[config.mk]
export PLATFORM = sky130hd
export DESIGN_NAME = line_scaler_scheduler
export DESIGN_NICKNAME = d
export VERILOG_FILES = /design/src/rtl/line_scaler_scheduler.sv
export SDC_FILE = /design/constraint.sdc
export NUM_CORES = 1
export LEC_CHECK = 0
export CORE_MARGIN = 10
export CORE_UTILIZATION = 40
export CTS_CLUSTER_DIAMETER = 40
export CTS_CLUSTER_SIZE = 24
export DETAILED_ROUTE_END_ITERATION = 10
export MAX_ROUTING_LAYER = met4
export SYNTH_ARGS = -nofsm -noshare
export SYNTH_HDL_FRONTEND = slang
export SYNTH_SLANG_ARGS = --single-unit
[constraint.sdc]
create_clock -name clk -period 3.3 [get_ports clk]
set_input_delay 0.33 -clock clk [delete_from_list [all_inputs] [get_ports clk]]
set_output_delay 0.33 -clock clk [all_outputs]
set_load 0.03 [all_outputs]
[src/rtl/line_scaler_scheduler.sv]
// Read-side sequencer for the ping-pong line buffer: horizontal fixed-point address
// stepping, vertical line repeat, bank swap decisions and underrun/collision debug counters.
//
// state    | meaning
// ---------+--------------------------------------------------------------
// S_IDLE   | waiting for the first frame start after reset
// S_WAIT   | frame running, no bank adopted yet; swaps once one is ready
// S_ACTIVE | displaying rd_bank, repeating each line LINE_REPEAT times
module line_scaler_scheduler #(
    parameter int SRC_WIDTH   = 720,
    parameter int DST_WIDTH   = 1280,
    parameter int ADDR_W      = 11,
    parameter int FRAC_W      = 16,
    parameter int LINE_REPEAT = 3,
    parameter int RAM_LAT     = 2
) (
    input  logic              clk,
    input  logic              rst_n,
    input  logic              line_start,
    input  logic              frame_start,
    input  logic              data_req,
    input  logic              wr_line_done,
    input  logic              wr_bank,
    output logic              rd_bank,
    output logic [ADDR_W-1:0] rd_addr,
    output logic              pix_valid,
    output logic [1:0]        rep_cnt,
    output logic [7:0]        underrun_cnt,
    output logic              collision
);

    localparam int ACC_W = ADDR_W + FRAC_W;
    localparam longint STEP_L = (longint'(SRC_WIDTH) << FRAC_W) / longint'(DST_WIDTH);
    localparam logic [ACC_W-1:0]  STEP     = ACC_W'(STEP_L);
    localparam logic [ADDR_W-1:0] SRC_LAST = ADDR_W'(SRC_WIDTH - 1);
    localparam logic [1:0]        REP_LAST = 2'(LINE_REPEAT - 1);

    typedef enum logic [1:0] {
        S_IDLE,
        S_WAIT,
        S_ACTIVE
    } state_t;

    state_t            state;
    state_t            state_nxt;
    logic [1:0]        ready;
    logic [1:0]        ready_nxt;
    logic              rd_bank_nxt;
    logic [1:0]        rep_nxt;
    logic [7:0]        under_nxt;
    logic              coll_nxt;
    logic              swap;

    logic [ACC_W-1:0]  acc;
    logic [ACC_W-1:0]  acc_base;
    logic [ADDR_W-1:0] acc_int;
    logic [ADDR_W-1:0] addr_clamped;
    logic [RAM_LAT:0]  pv_sr;

    // Horizontal stepping: a line start restarts the accumulator, even with a
    // request in the same cycle.
    always_comb begin
        acc_base     = line_start ? '0 : acc;
        acc_int      = acc_base[ACC_W-1:FRAC_W];
        addr_clamped = (acc_int > SRC_LAST) ? SRC_LAST : acc_int;
    end

    always_ff @(posedge clk) begin
        if (!rst_n) begin
            acc     <= '0;
            rd_addr <= '0;
            pv_sr   <= '0;
        end else begin
            pv_sr <= {pv_sr[RAM_LAT-1:0], data_req};
            if (data_req) begin
                rd_addr <= addr_clamped;
                acc     <= acc_base + STEP;
            end else begin
                acc <= acc_base;
            end
        end
    end

    assign pix_valid = pv_sr[RAM_LAT];

    always_comb begin
        state_nxt   = state;
        rd_bank_nxt = rd_bank;
        rep_nxt     = rep_cnt;
        under_nxt   = underrun_cnt;
        coll_nxt    = collision;
        ready_nxt   = ready;
        swap        = 1'b0;

        case (state)
            S_IDLE: begin
                if (frame_start) begin
                    state_nxt = S_WAIT;
                end
            end
            S_WAIT: begin
                if (line_start && ready[~rd_bank]) begin
                    swap      = 1'b1;
                    rep_nxt   = 2'd0;
                    state_nxt = S_ACTIVE;
                end
            end
            S_ACTIVE: begin
                // Frame start always closes the current source line.
                if (frame_start || (line_start && rep_cnt >= REP_LAST)) begin
                    rep_nxt = 2'd0;
                    if (ready[~rd_bank]) begin
                        swap = 1'b1;
                    end else if (underrun_cnt != 8'hFF) begin
                        under_nxt = underrun_cnt + 8'd1;
                    end
                end else if (line_start) begin
                    rep_nxt = rep_cnt + 2'd1;
                end
            end
            default: begin
                state_nxt = S_IDLE;
            end
        endcase

        if (swap) begin
            rd_bank_nxt         = ~rd_bank;
            ready_nxt[~rd_bank] = 1'b0;
        end

        // During a swap either bank finishing is a fresh line: the adopted bank
        // keeps its ready bit, the old bank is judged against the new rd_bank.
        if (wr_line_done) begin
            if (swap || (wr_bank != rd_bank)) begin
                ready_nxt[wr_bank] = 1'b1;
            end else begin
                coll_nxt = 1'b1;
            end
        end
    end

    always_ff @(posedge clk) begin
        if (!rst_n) begin
            state        <= S_IDLE;
            rd_bank      <= 1'b0;
            rep_cnt      <= 2'd0;
            underrun_cnt <= 8'd0;
            collision    <= 1'b0;
            ready        <= 2'b00;
        end else begin
            state        <= state_nxt;
            rd_bank      <= rd_bank_nxt;
            rep_cnt      <= rep_nxt;
            underrun_cnt <= under_nxt;
            collision    <= coll_nxt;
            ready        <= ready_nxt;
        end
    end

endmodule
Word level (Yosys, flattened, before mapping)
Index checks and enable logic that the tools add are counted.
{"block": "op_classes", "addsub": 3, "magnitude_cmp": 6, "eq_ne": 7, "mux": 23, "bitwise_logic": 7, "reduce_logical": 12}
{"operator": "$mux W27", "count": 2}
{"operator": "$add A27 B16 Y27 const B", "count": 1}
{"operator": "$mux W2", "count": 8}
{"operator": "$gt A11 B10 Y1 const B", "count": 1}
{"operator": "$mux W11", "count": 1}
{"operator": "$add A8 B1 Y8 const B", "count": 1}
{"operator": "$ne A8 B8 Y1 const B", "count": 1}
{"operator": "$mux W1", "count": 7}
{"operator": "$pmux W2 S3", "count": 1}
{"operator": "$reduce_and A3 Y1", "count": 2}
{"operator": "$logic_and A1 B1 Y1", "count": 4}
{"operator": "$lt A1 B2 Y1 const B", "count": 2}
{"operator": "$ne A2 B2 Y1 const B", "count": 2}
{"operator": "$not A1 Y1", "count": 4}
{"operator": "$pmux W2 S2", "count": 1}
{"operator": "$reduce_and A4 Y1", "count": 1}
{"operator": "$ne A3 B3 Y1 const B", "count": 1}
{"operator": "$add A2 B1 Y2 const B", "count": 1}
{"operator": "$and A2 B2 Y2", "count": 1}
{"operator": "$demux W1 S1", "count": 2}
{"operator": "$eq A2 B1 Y1 const B", "count": 1}
{"operator": "$eq A2 B2 Y1 const B", "count": 1}
{"operator": "$ge A1 B1 Y1 const B", "count": 2}
{"operator": "$ge A2 B2 Y1 const B", "count": 1}
{"operator": "8 further kinds", "count": 9}
{"block": "word_totals", "ff_bits": 57, "in_bits": 7, "output_inout_bits": 24, "wordCells": 67}

Depth between registers and ports, before layout
Gate-level depths: netlist (run 1).
{"block": "depth", "ltp_word": 11, "mapped_depth": 7}

Worst setup path before layout (run 1)
Ideal clock, no wire load.
{"block": "synth_timing", "path_type": "reg2reg", "startpoint": "register rd_bank", "endpoint": "register underrun_cnt[3]", "setup_ns": 0.135, "arrival_ns": 1.561, "path_slack_ns": 1.604, "path_stages_with_launch": 7, "path_cell_list": "dfxtp_1 buf_6 mux2i_4 o211ai_4 buf_6 o311ai_1 o41ai_1"}
{"block": "synth_via", "elab_chain_len": 4}
{"item": "start, declared", "line_no": "24", "text": "output logic rd_bank,"}
{"item": "start signal, assigned", "line_no": "152", "text": "rd_bank <= rd_bank_nxt;"}
{"item": "$mux W1 (not written as such) (2 in series)", "line_no": "112", "text": "if (ready[~rd_bank]) begin"}
{"item": "$not A1 Y1 (no line)"}
{"item": "$reduce_and A4 Y1 (no line)"}
{"item": "end signal, assigned", "line_no": "154", "text": "underrun_cnt <= under_nxt;"}
{"item": "end, declared", "line_no": "28", "text": "output logic [7:0] underrun_cnt,"}
No other way between the ends. The select of a mux whose other input is x is not followed.
A chain may end at the register's enable or synchronous reset.

Worst setup path in the final report (run 1)
{"block": "layout_timing", "startpoint": "input port line_start", "endpoint": "register acc[24]"}
{"block": "layout_via", "elab_chain_len": 3}
{"item": "start, declared", "line_no": "19", "text": "input logic line_start,"}
{"item": "$mux W27 (*)", "line_no": "63", "text": "acc_base = line_start ? '0 : acc;"}
{"item": "$add A27 B16 Y27", "line_no": "77", "text": "acc <= acc_base + STEP;"}
{"item": "$mux W27 (*)", "line_no": "75", "text": "if (data_req) begin"}
{"item": "end signal, assigned", "line_no": "77"}
{"item": "end signal, assigned", "line_no": "79", "text": "acc <= acc_base;"}
{"item": "end, declared", "line_no": "54", "text": "logic [ACC_W-1:0] acc;"}
Mark *: on every way between the ends. The rest lies on a longest branch, timed or not.

==> results of run 1 <==
[metal layers]
metal,global-route usage,up-vias,wire length (um),part of all wire
met2,0.198,40,2470,0.47
met5,-,-,0,0
met3,0.0283,7,226,0.043
met4,0.0387,0,58,0.011
li1,-,960,-,-
met1,0.158,894,2490,0.48
[power groups by stage]
stage                logic, W  registers, W  clock network, W
finish              0.0000883      0.000557          0.000379
global route        0.0000979      0.000558          0.000411
CTS                 0.0000885      0.000557          0.000392
detailed placement  0.0000880      0.000570                 0
global placement    0.0000884      0.000570                 0
floorplan           0.0000575      0.000571                 0
[final timing paths]
path | startpoint | endpoint | slack, ns | depth (start not counted)
max | line_start | acc[24] | 1.30 | 8
min reg2reg | pv_sr[0] | pv_sr[1] | 0.43 | 1
max reg2reg | rd_bank | underrun_cnt[5] | 1.52 | 4
min | pv_sr[0] | pv_sr[1] | 0.43 | 1
[sequential cells by signal, summed over array words and instances (netlist names)]
signal / cells
rep_cnt: 2
underrun_cnt: 8
rd_bank: 1
ready: 2
collision: 1
rd_addr: 11
acc: 15
pv_sr: 3
state: 2
[area by class of cell]
| class | instances | area share |
|---|---|---|
| multi-input cells | 185 | 0.465 |
| flip-flops and latches | 45 | 0.333 |
| repair buffers | 33 | 0.119 |
| clock buffers | 7 | 0.0356 |
| well taps | 72 | 0.0333 |
| inverters | 9 | 0.0125 |
| clock inverters | 1 | 0.00185 |
[critical path, cell delays in order]
cell and delay (ns):
clkdlybuf4s50_1 0.46, buf_4 0.20, nor2b_1 0.10, ha_1 0.20, a21oi_1 0.37, and4b_1 0.29
a31oi_1 0.17, a41o_1 0.12
[cell usage in the layout, fill, tap and decap left out, types with 5 or more instances in the layout]
master	count
dfxtp_1	45
clkdlybuf4s50_1	30
nor2_1	28
nand2_1	25
nor2b_1	11
a21oi_1	11
inv_1	7
o21ai_0	7
mux2i_1	7
clkbuf_8	7
xor2_1	6
o211ai_1	6
ha_1	6
xnor2_1	5
[per-stage QoR]
step                instances   util
floorplan                 250      -
finish                    352  0.491
global route              352  0.491
detailed placement        344  0.473
global placement          344  0.473
CTS                       352  0.491
[synth_stat cells, types with 3 or more instances]
cell type	instances	share of area
dfxtp_1	45	0.40
nor2_1	28	0.046
nand2_1	25	0.042
a21oi_1	11	0.024
nor2b_1	11	0.030
inv_1	7	0.012
mux2i_1	7	0.031
o21ai_0	7	0.015
clkbuf_1	6	0.010
ha_1	6	0.033
o211ai_1	6	0.020
xor2_1	6	0.023
xnor2_1	5	0.019
a31oi_1	4	0.011
nand3_1	4	0.0089
o21a_1	4	0.013
o41ai_1	4	0.015
a21o_1	3	0.010
and2_1	3	0.0083
and3_1	3	0.0083
and4b_1	3	0.013
nand4_1	3	0.0083
o211a_1	3	0.013
o311ai_1	3	0.012
or3_1	3	0.0083
[cell families after synthesis]
family,after synthesis,synth area share
adder cells (fa/ha/maj),6,0.0332
XOR/XNOR,11,0.0426
flip-flops,45,0.398
buffers and inverters,20,0.0454
AO/OA/AOI/OAI,62,0.210
multiplexers,9,0.0459
AND/OR/NAND/NOR,97,0.225
==> flow_metrics.tcl, run 1 <==
set metrics [dict create \
    status "complete, no violations" \
    io_buffers 30 \
    syn_area_um2 2260 \
    dr_total_vias 1901 \
    ys.flop_type "dfxtp_1" \
    die_h_um 95.2 \
    crit_type "in -> reg" \
    nets 292 \
    drive_gt1_frac 0.0750 \
    multi_input_area_um2 1260 \
    htree_num_levels 2 \
    period_needed_ns 2.00 \
    crit_path_start_kind "primary input" \
    crit_fanout 16 \
    async_flop_share 0 \
    dp_worst_setup_slack_ns 0.989 \
    cts_tree "yes" \
    setup_viol 0 \
    yosys_warnings 0 \
    grt_start_max_net_pins 24 \
    worstSetupEndpointType "flip-flop" \
    finalClockSkew_ns 0.00836 \
    hold_buffers 0 \
    synthToLayoutAreaGrowth_pct 19.7 \
    cp.required_ns 3.54 \
    initial_utilization 0.411 \
    clock_path_buffers 2 \
    maxSlewViolCount 0 \
    powerDensity_nw_per_um2 378 \
    internal_power_w 0.000775 \
    dp_hpwl_um 3730 \
    syn_area_per_cell_um2 9.04 \
    overflow 0 \
    drtIter0Drc 94 \
    synth_cells 250 \
    avgViaCountPerCell 5.40 \
    crit_arrival_ns 2.24 \
    setup_tns_ns 0 \
    path_clk_slew_ns 0.09 \
    clk_latency_ns 0.30 \
    comb_power_share 0.086 \
    cap_violations 0 \
    setup_ws_ns 1.30 \
    post_drt_wl_per_cell_um 14.9 \
    cts_made_buffers 5 \
    p_sw_frac 0.243 \
    total_power_w 0.00102 \
    nFillCells 538 \
    ys_ff_latch 45 \
    wirelength_um 5240 \
    grt_usage 0.126 \
    clock-sinks 45 \
    vdd_ir_drop_max_mv 0.200 \
    power_frac_clock 0.370 \
    diodes 0 \
    dpl-instance-area_um2 2610 \
    power_frac_seq 0.544 \
    antenna_found_initial 0 \
    grt_pass1_vias 1852 \
    core_um2 5510 \
    power.switching_w 0.000249 \
    cts-root-buf "clkbuf_8" \
    holdWs_ns 0.432 \
    hold_violations 0 \
    post-route-drc-count 0 \
    finalInstanceArea_um2 2710 \
    max_slew_margin 0.520 \
    cts-resized-gates 0 \
    worst_pin_slew_ns 0.714 \
    drt_first_pass_iters 4 \
    synth_edf_count 0 \
    ios 31 \
    yosys.cell_types.count 54 \
    grt_pass1_wl_um 9110 \
    fin_crit_sh 0.605 \
    die_area_um2 9060 \
    die-width_um 95.2 \
    ant_nets 0 \
    hold_class "reg -> reg" \
    rows 27 \
    synth_seq_area_share 0.398 \
    leakage_nw 0.998 \
    syn_nets 263 \
    gp_congestion 0.870 \
    cts_setup_buffers 0 \
    seq_area_um2 901 \
    fmax_mhz 501 \
    rsz0062_at_grt "false" \
]
(Power assumes the default switching activity.)
==> run 2, diff against run 1 <==
==> constraint.sdc (replaced) <==
create_clock -name clk -period 1.7 [get_ports clk]
set_input_delay 0.17 -clock clk [delete_from_list [all_inputs] [get_ports clk]]
set_output_delay 0.17 -clock clk [all_outputs]
set_load 0.03 [all_outputs]
==> run 2 against run 1 <==
Wire length increased by 4.7%. Combinational power up 130%. First-iteration DRC count is 32% lower. Die area unchanged. Global-route usage up 0.25 points. Register-to-register slack lost 1.4 ns. Via count increased by 4.5%. Utilization rose by 4.1 points. Critical path depth fell by 6.
==> flow_metrics.tcl, run 2 (synthesized netlist as in run 1, its figures left out) <==
set metrics [dict create \
    path_clk_slew_ns 0.08 \
    total_power_w 0.00193 \
    die_area_um2 9060 \
    core_um2 5510 \
    post-route-util 0.532 \
    hold_class "reg -> reg" \
    overflow 0 \
    crit_path_start_kind "flip-flop" \
    drive_gt1_frac 0.174 \
    wirelength_um 5490 \
    grt_pass1_wl_um 9240 \
    cp.required_ns 1.53 \
    setup_viol 0 \
    io_buffers 30 \
    die-width_um 95.2 \
    clk_latency_ns 0.30 \
    post-route-drc-count 0 \
    diodes 0 \
    avgViaCountPerCell 5.19 \
    crit_type "reg -> out" \
    largest_register_ffs 15 \
    period_needed_ns 1.60 \
    gp_congestion 0.806 \
    nets 323 \
    powerDensity_nw_per_um2 660 \
    hold_violations 0 \
    regMostFlops "acc" \
    layout_commonest_cell "dfxtp_1" \
    fmax_mhz 624 \
    initial_utilization 0.411 \
    cts_tree "yes" \
    worst_pin_slew_ns 0.333 \
    largestRegisters "acc x15, rd_addr x11, underrun_cnt x8" \
    clock_path_buffers 2 \
    die_h_um 95.2 \
    htree_num_levels 2 \
    cts-root-buf "clkbuf_8" \
    dr_total_vias 1987 \
    worstSetupEndpointType "output port" \
    ios 31 \
    leakage_nw 1.16 \
    antenna_found_initial 0 \
    cap_violations 0 \
    fin_crit_sh 0.942 \
    cts_made_buffers 5 \
    grt_usage 0.129 \
    final_cell_mix "dfxtp_1, buf_4, nor2_1, clkdlybuf4s50_1, nand2_1" \
    rows 27 \
    maxSlewViolCount 0 \
    dp_hpwl_um 4050 \
    drt_first_pass_iters 4 \
    crit_arrival_ns 1.43 \
    drtIter0Drc 64 \
    grt_start_max_net_pins 21 \
    rsz0062_at_grt "true" \
    crit_fanout 4 \
    max_slew_margin 0.778 \
    ant_nets 0 \
    vdd_ir_drop_max_mv 0.370 \
    synthToLayoutAreaGrowth_pct 29.6 \
    grt_pass1_vias 1935 \
    finalClockSkew_ns 0.00709 \
    clock-sinks 45 \
    post_drt_wl_per_cell_um 14.3 \
    status "complete, no violations" \
]
## run 2: cell types whose count changed in the layout (fill, tap and decap cells not counted), sizes merged
cell and delta:
clkbuf -1, dlygate4sd2 +1, clkdlybuf4s50 -2, buf +31, dlymetal6s2s +1, clkinv +1
## run 2: worst max-delay path, cell delays in order (launching register included)
cell and delay (ns):
dfxtp_1 0.34, buf_4 0.13, clkdlybuf4s50_1 0.67
## run 2: cell type report
type / instances / area, um2
well taps: 72 / 90.1
clock buffers: 6 / 72.6
clock inverters: 2 / 10.0
multi-input cells: 185 / 1270
repair buffers: 64 / 557
flip-flops and latches: 45 / 901
inverters: 9 / 33.8
fillers: 531 / 2580
## run 2: power breakdown
part,switching (W),internal [W],leakage [nW]
combinational,0.000110,0.0000910,0.748
clock,0.000365,0.000286,0.0450
sequential,0.0000122,0.00107,0.364
total,0.000488,0.00145,1.16
## run 2: repair_timing
| action | 4_1_cts | 5_1_grt |
|---|---|---|
| hold buffers | 0 | 0 |
| buffers inserted | 0 | 4 |
| pin swaps | 0 | 1 |
| resized for setup | 1 | 4 |
| setup endpoints to repair | 1 | 8 |
## run 2: metrics by stage
step	TNS [ns]	setup WS, ns	cell area [um2]	hold WS (ns)	instances
CTS	0	0.0323	2890	0.453	379
floorplan	0	0.00405	2260	0.327	250
finish	0	0.0979	2930	0.449	383
detailed placement	-2.28	-0.200	2810	0.420	371
global route	-0.0594	-0.0303	2930	0.472	383
global placement	-2.10	-0.188	2810	0.422	371
## run 2: layer usage
metal / track usage / routed length [um] / up-vias
met5: - / 0 / -
li1: - / - / 1025
met3: 0.0448 / 201 / 5
met2: 0.195 / 2570 / 27
met1: 0.162 / 2690 / 930
met4: 0.0287 / 35 / 0
## run 2: path summary, 6_finish.rpt
kind	startpoint	endpoint	slack [ns]	depth (start not counted)
worst max-delay path	rep_cnt[1]	rep_cnt[1]	0.1	2
worst min-delay path	pv_sr[1]	pv_sr[2]	0.45	1
worst max register to register	acc[12]	acc[24]	0.1	6
worst min register to register	pv_sr[1]	pv_sr[2]	0.45	1
==> run 3, diff against run 2 <==
--- a/config.mk
+++ b/config.mk
@@ -5,12 +5,16 @@
 export SDC_FILE = /design/constraint.sdc
 export NUM_CORES = 1
 export LEC_CHECK = 0
+export CELL_PAD_IN_SITES_DETAIL_PLACEMENT = 0
+export CELL_PAD_IN_SITES_GLOBAL_PLACEMENT = 2
 export CORE_MARGIN = 10
-export CORE_UTILIZATION = 40
+export CORE_UTILIZATION = 30
 export CTS_CLUSTER_DIAMETER = 40
 export CTS_CLUSTER_SIZE = 24
 export DETAILED_ROUTE_END_ITERATION = 10
 export MAX_ROUTING_LAYER = met4
+export PLACE_DENSITY_LB_ADDON = 0.1
+export SETUP_SLACK_MARGIN = 0.1
 export SYNTH_ARGS = -nofsm -noshare
 export SYNTH_HDL_FRONTEND = slang
 export SYNTH_SLANG_ARGS = --single-unit
==> run 3 against run 2 <==
Total power down 0.13%. Wire length grew 7.4%. Count of clock-buffer cells in the layout decreased by 1. Via count rose by 0.45%. Register-to-register slack better by 0.04 ns. Sequential share of layout area shrank 1.0 points. Global-route usage decreased by 1.7 points. Critical path depth is 4 higher. Sequential power hardly changed. Die area up 26%. Critical path type is now reg -> reg. Largest cell class unchanged.
==> flow_metrics.tcl, run 3 (synthesized netlist as in run 1, its figures left out) <==
set metrics [dict create \
    finalClockSkew_ns 0.00755 \
    max_stage_delay_ns 0.46 \
    maxSlewViolCount 0 \
    overflow 0 \
    largest_register_ffs 15 \
    fin_crit_sh 0.918 \
    drt_first_pass_iters 4 \
    leakage_nw 1.26 \
    synthToLayoutAreaGrowth_pct 36.0 \
    largestRegisters "acc x15, rd_addr x11, underrun_cnt x8" \
    drive_gt1_frac 0.231 \
    regMostFlops "acc" \
    critical_path.slowest_cell "or4_4" \
    htree_num_levels 2 \
    core_um2 7290 \
    cts_made_buffers 5 \
    vdd_ir_drop_max_mv 0.261 \
    gp_congestion 0.749 \
    holdWs_ns 0.444 \
    clk_latency_ns 0.30 \
    initial_utilization 0.310 \
    worstSetupEndpointType "flip-flop" \
    reg2reg_setup_slack_ns 0.14 \
    total_power_w 0.00193 \
    ios 31 \
    cp.buffers_inverters 2 \
    multi_input_area_um2 1350 \
    crit_path_start_kind "flip-flop" \
    crit_fanout 2 \
    hold_buffers 0 \
    path_clk_slew_ns 0.08 \
    max_slew_margin 0.763 \
    drtIter0Drc 49 \
    cap_violations 0 \
    nFillCells 768 \
    die_h_um 107 \
    crit_type "reg -> reg" \
    dp_hpwl_um 4380 \
    hold_violations 0 \
    cts-root-buf "clkbuf_8" \
    layout_commonest_cell "dfxtp_1" \
    ant_nets 0 \
    post_drt_wl_per_cell_um 14.3 \
    post-route-drc-count 0 \
    clock-sinks 45 \
    nets 326 \
    wirelength_um 5900 \
    crit_arrival_ns 1.78 \
    final_cell_mix "dfxtp_1, buf_4, nor2_1, nand2_1, clkdlybuf4s50_1" \
    post-route-util 0.422 \
    worst_pin_slew_ns 0.353 \
    diodes 0 \
    crit_chain "inv_2 -> ha_4 -> o21a_1 -> buf_6 -> or4_4 -> mux2i_1" \
    rows 31 \
    die-width_um 107 \
    io_buffers 30 \
    dr_total_vias 1996 \
    grt_start_max_net_pins 20 \
    fmax_mhz 640 \
    rsz0062_at_grt "true" \
    grt_pass1_vias 2071 \
    grt_pass1_wl_um 10200 \
    powerDensity_nw_per_um2 628 \
    antenna_found_initial 0 \
    die_area_um2 11400 \
    hold_class "reg -> reg" \
    avgViaCountPerCell 4.86 \
    seq_area_um2 913 \
    fin_cells 411 \
    cp_top_family "simple AND/OR/NAND/NOR gates" \
    cts_tree "yes" \
    status "complete, no violations" \
    period_needed_ns 1.56 \
    dp_cells 401 \
    clock_path_buffers 2 \
    cp.required_ns 1.92 \
    setup_viol 0 \
    grt_usage 0.112 \
]
run 3: changes by cell type in the layout (fill, tap and decap cells not counted), moves of 3 or more:
cell / previous run / this run
clkdlybuf4s50_1: 28 / 22
dfxtp_1: 45 / 39
dlygate4sd2_1: 1 / 6
dfxtp_2: 0 / 4
ha_4: 0 / 3
inv_1: 7 / 4
run 3: per-layer routing:
metal  GRT usage  vias up  wire length, um
met4      0.0348        0               68
met5           -        -                0
met3      0.0216        7              144
met2       0.183       27             2870
met1       0.136      939             2820
li1            -     1023                -
run 3: path summary, 6_finish.rpt:
kind | startpoint | to | depth (start not counted)
setup reg to reg | rep_cnt[0] | rep_cnt[0] | 6
setup / recovery | rep_cnt[0] | rep_cnt[0] | 6
hold reg to reg | pv_sr[1] | pv_sr[2] | 1
hold / removal | pv_sr[1] | pv_sr[2] | 1
run 3: stage by stage:
step	TNS, ns	instance area (um2)	worst slack [ns]
after detailed placement	-2.48	2870	-0.265
final	0	3080	0.139
after floorplan	0	2270	0.119
after global placement	-1.95	2870	-0.231
after CTS	0	2980	0.0993
after global routing	0	3080	0.0410
run 3: timing repair:
action,4_1_cts,5_1_grt
pin swaps,2,5
resized for setup,10,25
setup buffers,3,1
setup endpoints to repair,10,16
run 3: power by group:
| part | switching, W | internal, W |
|---|---|---|
| logic | 0.000118 | 0.000104 |
| registers | 0.0000123 | 0.00107 |
| clock network | 0.000358 | 0.000271 |
run 3: cell type report:
cell class,count,share of cell area
multi-input cells,185,0.437
flip-flops and latches,45,0.297
repair buffers,67,0.190
well taps,99,0.0403
clock buffers,5,0.0224
inverters,9,0.0118
clock inverters,1,0.00163
run 3: worst register-to-register path, delay by kind of cell (launching register included):
kind	cells	cell delay (ns)
AND/OR/NAND/NOR	1	0.46
flip-flops	1	0.35
AO/OA/AOI/OAI	1	0.21
buffers and inverters	2	0.18
adder cells (fa/ha/maj)	1	0.15
multiplexers	1	0.15
